**config.mk**
```make
export PLATFORM = sky130hd
export DESIGN_NAME = approx_mult_pipe
export DESIGN_NICKNAME = d
export VERILOG_FILES = /design/src/rtl/approx_mult_pkg.sv /design/src/rtl/approx_mult_pipe_lowrows.sv /design/src/rtl/approx_mult_pipe.sv
export SDC_FILE = /design/constraint.sdc
export NUM_CORES = 1
export LEC_CHECK = 0
export CAP_MARGIN = 5
export CORE_MARGIN = 2
export CORE_UTILIZATION = 45
export DETAILED_ROUTE_END_ITERATION = 6
export PLACE_DENSITY = 0.67
export SLEW_MARGIN = 15
export SYNTH_ARGS = -nofsm -noshare
export SYNTH_HDL_FRONTEND = slang
export SYNTH_SLANG_ARGS = --single-unit
```
**constraint.sdc**
```tcl
create_clock -name clk -period 10.4 [get_ports clk]
set_input_delay 1.04 -clock clk [delete_from_list [all_inputs] [get_ports clk]]
set_output_delay 1.04 -clock clk [all_outputs]
set_load 0.05 [all_outputs]
```
**src/rtl/approx_mult_pkg.sv**
```systemverilog
// approx_mult_pkg: shared definitions for the approximate multiplier pipeline.
//   MODE_EXACT / MODE_APPROX : encoding of the per-transaction mode bit
//   trunc_col(width)         : lowest partial-product column kept in approx mode
//   lowrows_sum(...)         : sum of the truncatable low-row partial products
package approx_mult_pkg;

    localparam logic MODE_EXACT  = 1'b0;
    localparam logic MODE_APPROX = 1'b1;
    localparam int   MAX_W       = 32;

    function automatic int trunc_col(input int width);
        return width - 1;
    endfunction

    // Rows r < k of the multiplier contribute (y << r) when x_low[r] is set.
    // In approx mode every bit that lands below column trunc_col(width) is
    // dropped before summation, so the kept bits are summed exactly.
    function automatic logic [2*MAX_W-1:0] lowrows_sum(
        input logic [MAX_W-1:0] y,
        input logic [MAX_W-1:0] x_low,
        input int               k,
        input int               width,
        input logic             mode
    );
        logic [2*MAX_W-1:0] acc;
        logic [2*MAX_W-1:0] row;
        logic [2*MAX_W-1:0] keep;
        acc  = '0;
        keep = ~((64'd1 << trunc_col(width)) - 64'd1);
        for (int r = 0; r < MAX_W; r++) begin
            if (r < k && x_low[r]) begin
                row = 64'(y) << r;
                if (mode == MODE_APPROX) row = row & keep;
                acc = acc + row;
            end
        end
        return acc;
    endfunction

endpackage

```
**src/rtl/approx_mult_pipe_lowrows.sv**
```systemverilog
// approx_pp_lowrows: combinational generator and summer of the low K
// partial-product rows, with truncation applied in approximate mode.
//   y     in  WIDTH    multiplicand
//   x_low in  K        low multiplier bits x[K-1:0]
//   mode  in  1        0 = exact, 1 = approximate
//   low   out 2*WIDTH  sum of the retained low-row bits
module approx_pp_lowrows
    import approx_mult_pkg::*;
#(
    parameter int WIDTH = 8,
    parameter int K     = 2
) (
    input  logic [WIDTH-1:0]   y,
    input  logic [K-1:0]       x_low,
    input  logic               mode,
    output logic [2*WIDTH-1:0] low
);

    assign low = (2*WIDTH)'(lowrows_sum(32'(y), 32'(x_low), K, WIDTH, mode));

endmodule

```
**src/rtl/approx_mult_pipe.sv**
```systemverilog
// approx_mult_pipe: elastic valid/ready pipelined unsigned multiplier with a
// per-transaction exact/approximate mode and a tag passthrough.
//   clk, rst_n          clock, synchronous active-low reset
//   in_valid/in_ready   input handshake; in_x, in_y, in_mode, in_tag payload
//   out_valid/out_ready output handshake; out_z, out_mode, out_tag payload
//   approx_cnt          saturating count of delivered approximate results
// Stage 1 holds the high product and low-row sum, stage 2 the final sum,
// later stages only delay.
module approx_mult_pipe
    import approx_mult_pkg::*;
#(
    parameter int WIDTH       = 8,
    parameter int APPROX_ROWS = 2,
    parameter int PIPE_STAGES = 2,
    parameter int TAG_W       = 4
) (
    input  logic                 clk,
    input  logic                 rst_n,
    input  logic                 in_valid,
    output logic                 in_ready,
    input  logic [WIDTH-1:0]     in_x,
    input  logic [WIDTH-1:0]     in_y,
    input  logic                 in_mode,
    input  logic [TAG_W-1:0]     in_tag,
    output logic                 out_valid,
    input  logic                 out_ready,
    output logic [2*WIDTH-1:0]   out_z,
    output logic                 out_mode,
    output logic [TAG_W-1:0]     out_tag,
    output logic [15:0]          approx_cnt
);

    localparam int ZW = 2 * WIDTH;
    localparam int LS = PIPE_STAGES - 1;

    logic [PIPE_STAGES-1:0] vld;
    logic [PIPE_STAGES-1:0] ld;
    logic [PIPE_STAGES-1:0] md;
    logic [TAG_W-1:0]       tg [PIPE_STAGES];
    logic [ZW-1:0]          s1_hi;
    logic [ZW-1:0]          s1_low;
    logic [ZW-1:0]          pz [1:LS];
    logic [ZW-1:0]          hi_c;
    logic [ZW-1:0]          low_c;
    logic [15:0]            cnt;

    assign hi_c = (ZW'(in_y) * ZW'(in_x[WIDTH-1:APPROX_ROWS])) << APPROX_ROWS;

    approx_pp_lowrows #(
        .WIDTH (WIDTH),
        .K     (APPROX_ROWS)
    ) u_lowrows (
        .y     (in_y),
        .x_low (in_x[APPROX_ROWS-1:0]),
        .mode  (in_mode),
        .low   (low_c)
    );

    // A stage may load when it is empty or its content leaves this cycle.
    // The ready chain is walked from the output back toward the input.
    always_comb begin
        logic rdy;
        ld  = '0;
        rdy = out_ready;
        for (int k = LS; k >= 0; k--) begin
            ld[k] = !vld[k] || rdy;
            rdy   = ld[k];
        end
    end

    assign in_ready = ld[0];

    always_ff @(posedge clk) begin
        if (!rst_n) begin
            vld    <= '0;
            md     <= '0;
            s1_hi  <= '0;
            s1_low <= '0;
            cnt    <= '0;
            for (int k = 0; k < PIPE_STAGES; k++) tg[k] <= '0;
            for (int k = 1; k <= LS; k++) pz[k] <= '0;
        end else begin
            if (ld[0]) begin
                vld[0] <= in_valid;
                if (in_valid) begin
                    s1_hi  <= hi_c;
                    s1_low <= low_c;
                    md[0]  <= in_mode;
                    tg[0]  <= in_tag;
                end
            end
            if (ld[1]) begin
                vld[1] <= vld[0];
                if (vld[0]) begin
                    pz[1] <= s1_hi + s1_low;
                    md[1] <= md[0];
                    tg[1] <= tg[0];
                end
            end
            for (int k = 2; k <= LS; k++) begin
                if (ld[k]) begin
                    vld[k] <= vld[k-1];
                    if (vld[k-1]) begin
                        pz[k] <= pz[k-1];
                        md[k] <= md[k-1];
                        tg[k] <= tg[k-1];
                    end
                end
            end
            if (vld[LS] && out_ready && md[LS] == MODE_APPROX && cnt != 16'hFFFF)
                cnt <= cnt + 16'd1;
        end
    end

    assign out_valid  = vld[LS];
    assign out_z      = pz[LS];
    assign out_mode   = md[LS];
    assign out_tag    = tg[LS];
    assign approx_cnt = cnt;

endmodule
```
# After elaboration in Yosys (flattened, before gate mapping)
# Memories as Yosys holds them, arrays and structs flattened.
# Cells that the tools add are included.
[word_totals]
mem_count = 2
ram_bits = 24
inputBits = 25
ff_bits = 50
[classes]
n_reduce_logical = 9
eq_ne = 1
bitwise = 3
muxes = 17
addsub = 3
n_mul = 1
[memory_table]
columns = ["name", "depth", "word_bits", "read_ports", "rd_ports_with_merged_regs", "wr", "line_no", "rtl"]
rows = [
  ["pz", 1, 16, 1, 0, 1, "approx_mult_pipe.sv:42", "logic [ZW-1:0] pz [1:LS];"],
  ["tg", 2, 4, 2, 0, 2, "approx_mult_pipe.sv:39", "logic [TAG_W-1:0] tg [PIPE_STAGES];"],
]
[op_table]
columns = ["operator", "count"]
rows = [
  ["2-to-1 mux 16 bit", 3],
  ["adder 16 x 1 -> 16 bit, second input constant", 1],
  ["adder 16 bit", 1],
  ["adder 8 x 16 -> 16 bit", 1],
  ["!= test 16 bit, second input constant", 1],
  ["multiplier 8 x 6 -> 14 bit", 1],
  ["2-to-1 mux 7 bit", 2],
  ["2-to-1 mux 1 bit", 9],
  ["2-to-1 mux 4 bit", 2],
  ["2-to-1 mux 8 bit", 1],
  ["AND reduction 2 bit", 2],
  ["logical AND 1 bit", 3],
  ["OR 1 bit", 3],
  ["zero test 1 bit", 2],
  ["logical OR 1 bit", 2],
]

# Longest topological paths before layout
[depth]
depth_word = 7
mapped_depth = 13
mapped_depth_nobuf = 13

# Modules after synthesis
# Synthesis repeated with hierarchy kept, for this count alone.
[hier_totals]
cells_unflattened = 590
area_unflattened_um2 = 5456.5
[by_module_without_submodules]
columns = ["module", "n_inst", "area_each_um2", "cells_each"]
rows = [
  ["approx_mult_pipe", 1, 4794.6, 500],
  ["approx_pp_lowrows", 1, 661.9, 90],
]

# Worst setup path after synthesis
# Ideal clock, no wire load.
[synth_path]
kind = "input -> register"
start = "input in_y[1]"
end = "register s1_hi[14]"
n_path_buf = 0
cell_stages = 12
arrival_time_ps = 4029
path_slack_ps = 6284
cell_sequence = "and2_1 -> fa_1 -> fa_1 -> inv_1 -> fa_1 -> inv_1 -> ha_1 -> a21oi_1 -> o211ai_1 -> and3_1 -> o31a_1 -> o31ai_1"
[synth_between]
elab_chain_len = 1
[synth_lines]
columns = ["element", "line_no", "rtl"]
rows = [
  ["start, declared", "approx_mult_pipe.sv:22", "input logic [WIDTH-1:0] in_y,"],
  ["multiplier 8 x 6 -> 14 bit", "approx_mult_pipe.sv:47", "assign hi_c = (ZW'(in_y) * ZW'(in_x[WIDTH-1:APPROX_ROWS])) << APPROX_ROWS;"],
  ["end signal, assigned", "approx_mult_pipe.sv:86", "s1_hi <= hi_c;"],
  ["end, declared", "approx_mult_pipe.sv:40", "logic [ZW-1:0] s1_hi;"],
]
# Every way passes these cells.
# A chain may end at the register's enable or synchronous reset.

# Worst setup path in the final report
[layout_path]
start = "input in_x[7]"
end = "register s1_hi[14]"
[layout_between]
elab_chain_len = 1
[layout_lines]
columns = ["element", "line_no", "rtl"]
rows = [
  ["start, declared", "approx_mult_pipe.sv:21", "input logic [WIDTH-1:0] in_x,"],
  ["multiplier 8 x 6 -> 14 bit", "approx_mult_pipe.sv:47", ""],
]
# Every way passes these cells.

==> flow_metrics.py <==
metrics = {
    "synth": {
        "synth_cell_types": 48,
        "synthSimpleGateAreaFrac_pct": 22.2,
        "synth_top_cell_by_area": "dfxtp_1",
        "async_reset_ff_share_pct": 0,
        "ys_seq_area_share_pct": 32.2,
        "syn_area_um2": 4980,
        "synth_top_family_by_area": "simple AND/OR/NAND/NOR gates",
        "syn_inst": 541,
        "synth_fa_ha_area_share_pct": 20.4,
        "synth-xor-area-share_pct": 4.57,
        "ys_warn_count": 0,
        "synthMuxAreaShare_pct": 1.01,
        "synth_top_area_share_pct": 17.7,
        "synth-seq-cells": 68,
        "synth.area.top_cells": "dfxtp_1, edfxtp_1, fa_1, ha_1, and2_1",
        "synth_compound_area_share_pct": 13.8,
        "syn_nets": 631,
        "synth_edf_count": 24,
        "syn_avg_cell_area_um2": 9.20,
        "ys.flop_type": "dfxtp_1",
    },
    "grt": {
        "first_global_vias": 3602,
        "grt_overflow_total": 0,
        "grt_max_degree": 28,
        "grt_pass1_wl_um": 17600,
        "antenna_found_initial": 0,
        "track_usage_pct": 18.8,
    },
    "final_layout": {
        "fin_area_um2": 6010,
        "multi_input_area_um2": 3080,
        "area_delta_synth_final_pct": 20.7,
        "diodes": 0,
        "drive_gt1_share_pct": 3.45,
        "fill_cells": 1000,
        "final_cell_mix": "and2_1, clkdlybuf4s50_1, inv_1",
        "final_common_cell": "and2_1",
        "regArea_um2": 1600,
        "finalNetCount": 693,
    },
    "clock_tree": {
        "clockBufferDepth": 2,
        "clock_latency_ns": 0.35,
        "cts_tree": "yes",
        "clkTransAtPathRegs_ns": 0.07,
        "cts_setup_buffers": 0,
        "cts_inserted_buffers": 9,
        "ctsHoldBuffers": 0,
        "cts.sink_count": 68,
        "cts_max_level": 3,
        "cts-resized-gates": 0,
        "cts_root_buf": "clkbuf_8",
    },
    "place": {
        "place_area_um2": 5720,
        "io_buffers": 63,
        "place.gp.congestion": 0.871,
        "dp_hpwl_um": 8390,
    },
    "sta": {
        "setup_viol_count_final": 0,
        "slew_viol_final": 0,
        "period_share_pct": 43.9,
        "period_minus_slack_ns": 4.56,
        "rsz0062_at_grt": "no",
        "fin_tns_setup_ns": 0,
        "relSlewSlack_pct": 47.9,
        "finClkSkew_ns": 0.0118,
        "final_hold_viol_count": 0,
        "worstMarginPinSlew_ns": 0.780,
        "clock.fmax_mhz": 219,
    },
    "worst_setup_path": {
        "critPathKind": "in2reg",
        "worst-r2r-cell-count": 8,
        "worstPathArrival_ns": 4.81,
        "critPathCaptureType": "register",
        "crit_top_cell": "fa_1",
        "slowest_stage": "clkdlybuf4s50_1",
        "crit_required_ns": 10.65,
        "path_cells": "clkdlybuf4s50_1, and2_1, fa_1, fa_1, inv_1, fa_1, inv_1, ha_1, a21oi_1, o211ai_1, and3_1, o31a_1, o31ai_1",
        "crit_path_start_kind": "primary input",
        "worst_path_largest_cell_delay_ns": 0.54,
        "cp_max_fo": 8,
    },
    "die": {
        "die_h_um": 109,
        "die_x_um": 109,
        "rows": 38,
        "start_util_pct": 45.9,
        "core_area_um2": 10800,
        "die_area_um2": 11900,
        "ioPinCount": 64,
    },
    "routing": {
        "routed_via_density": 5.18,
        "drt_iter0_drc": 213,
        "drc": 0,
        "ant_nets": 0,
        "wirelength_um": 10500,
        "vias": 3878,
        "wl_per_cell_um": 14.0,
        "drt_pass1_iterations": 5,
    },
    "min_path": {
        "hold_class": "reg2reg",
        "hold_depth": 2,
    },
    "power_and_ir_drop": {
        "power.density_nw_per_um2": 146,
        "irDropWorstVdd_mv": 0.0926,
        "leakage_uw": 0.00259,
    },
    "job": {
        "drv_cap": 0,
    },
    "run_status": {
        "outcome": "completed",
    },
}
-- cell families after synthesis --
logic type      Yosys count
simple gates            201
compound gates          103
buf+inv                  73
flops                    68
fa+ha+maj                65
xor+xnor                 26
mux                       5
-- synth_stat cells (2+ instances only) --
master / n
o21ai_0: 26
clkbuf_1: 8
mux2i_1: 5
o31ai_1: 3
inv_1: 60
o21a_1: 2
nor3_1: 11
nand2b_1: 7
and3_1: 6
nor2b_1: 7
buf_4: 5
a21o_1: 4
fa_1: 27
ha_1: 38
a2111oi_2: 2
o211ai_1: 4
a21boi_0: 5
a211oi_1: 10
a21oi_1: 23
edfxtp_1: 24
nand2_1: 46
xor2_1: 20
nor3b_1: 2
a22o_1: 4
a31oi_1: 2
a32o_1: 3
nand4_1: 5
or3_1: 5
nand3_1: 12
and2_1: 70
nor4_1: 7
dfxtp_1: 44
o22ai_1: 2
nor2_1: 19
xnor2_1: 6
o31a_1: 2
a22oi_1: 4
-- flip-flops by register name (all words and copies together) (netlist names) --
signal and count:
pz 16, tg 8, s1_low 10, approx_cnt 16, vld 2, md 2
s1_hi 14
-- final timing paths --
kind | start | end | slack, ns
setup / recovery | in_x[7] | s1_hi[14] | 5.84
setup reg to reg | s1_hi[2] | pz[1][14] | 7.90
hold / removal | s1_hi[6] | s1_hi[6] | 0.47
hold reg to reg | s1_hi[6] | s1_hi[6] | 0.47
-- layer usage --
layer / wire, µm / global-route usage, %
met4: 104 / 4.88
met2: 4800 / 29.6
met1: 5150 / 26.7
met3: 416 / 3.23
met5: 0 / 0
-- power breakdown --
part | switching (µW) | total, µW | leakage [µW] | internal (µW)
Clock | 99.0 | 306 | 0.000141 | 207
Sequential | 14.2 | 312 | 0.000615 | 298
Combinational | 150 | 257 | 0.00183 | 106
-- metrics by stage --
| step | utilization (%) | hold WS [ns] | setup slack, ns | cells | power, µW |
|---|---|---|---|---|---|
| final | 55.4 | 0.465 | 5.84 | 748 | 875 |
| after global routing | 55.4 | 0.505 | 5.64 | 748 | 933 |
| after CTS | 55.4 | 0.469 | 5.85 | 748 | 882 |
| after detailed placement | 52.8 | 0.452 | 5.50 | 732 | 574 |
| after global placement | 52.8 | 0.442 | 5.57 | 732 | 571 |
| after floorplan | - | 0.416 | 6.28 | 541 | 509 |
-- worst max-delay path, delay by kind of cell --
| family | cells | cell delay, ns |
|---|---|---|
| compound gates | 4 | 0.79 |
| simple gates | 2 | 0.42 |
| buf+inv | 3 | 0.63 |
| fa+ha+maj | 4 | 1.92 |
-- final cells by class --
type	instances	share of cell area (%)
clock buffers	9	2.06
clock inverters	7	2.71
inverters	60	3.75
multi-input cells	400	51.3
flip-flops and latches	68	26.6
well taps	140	2.91
repair buffers	64	10.6
(Power assumes the default switching activity.)
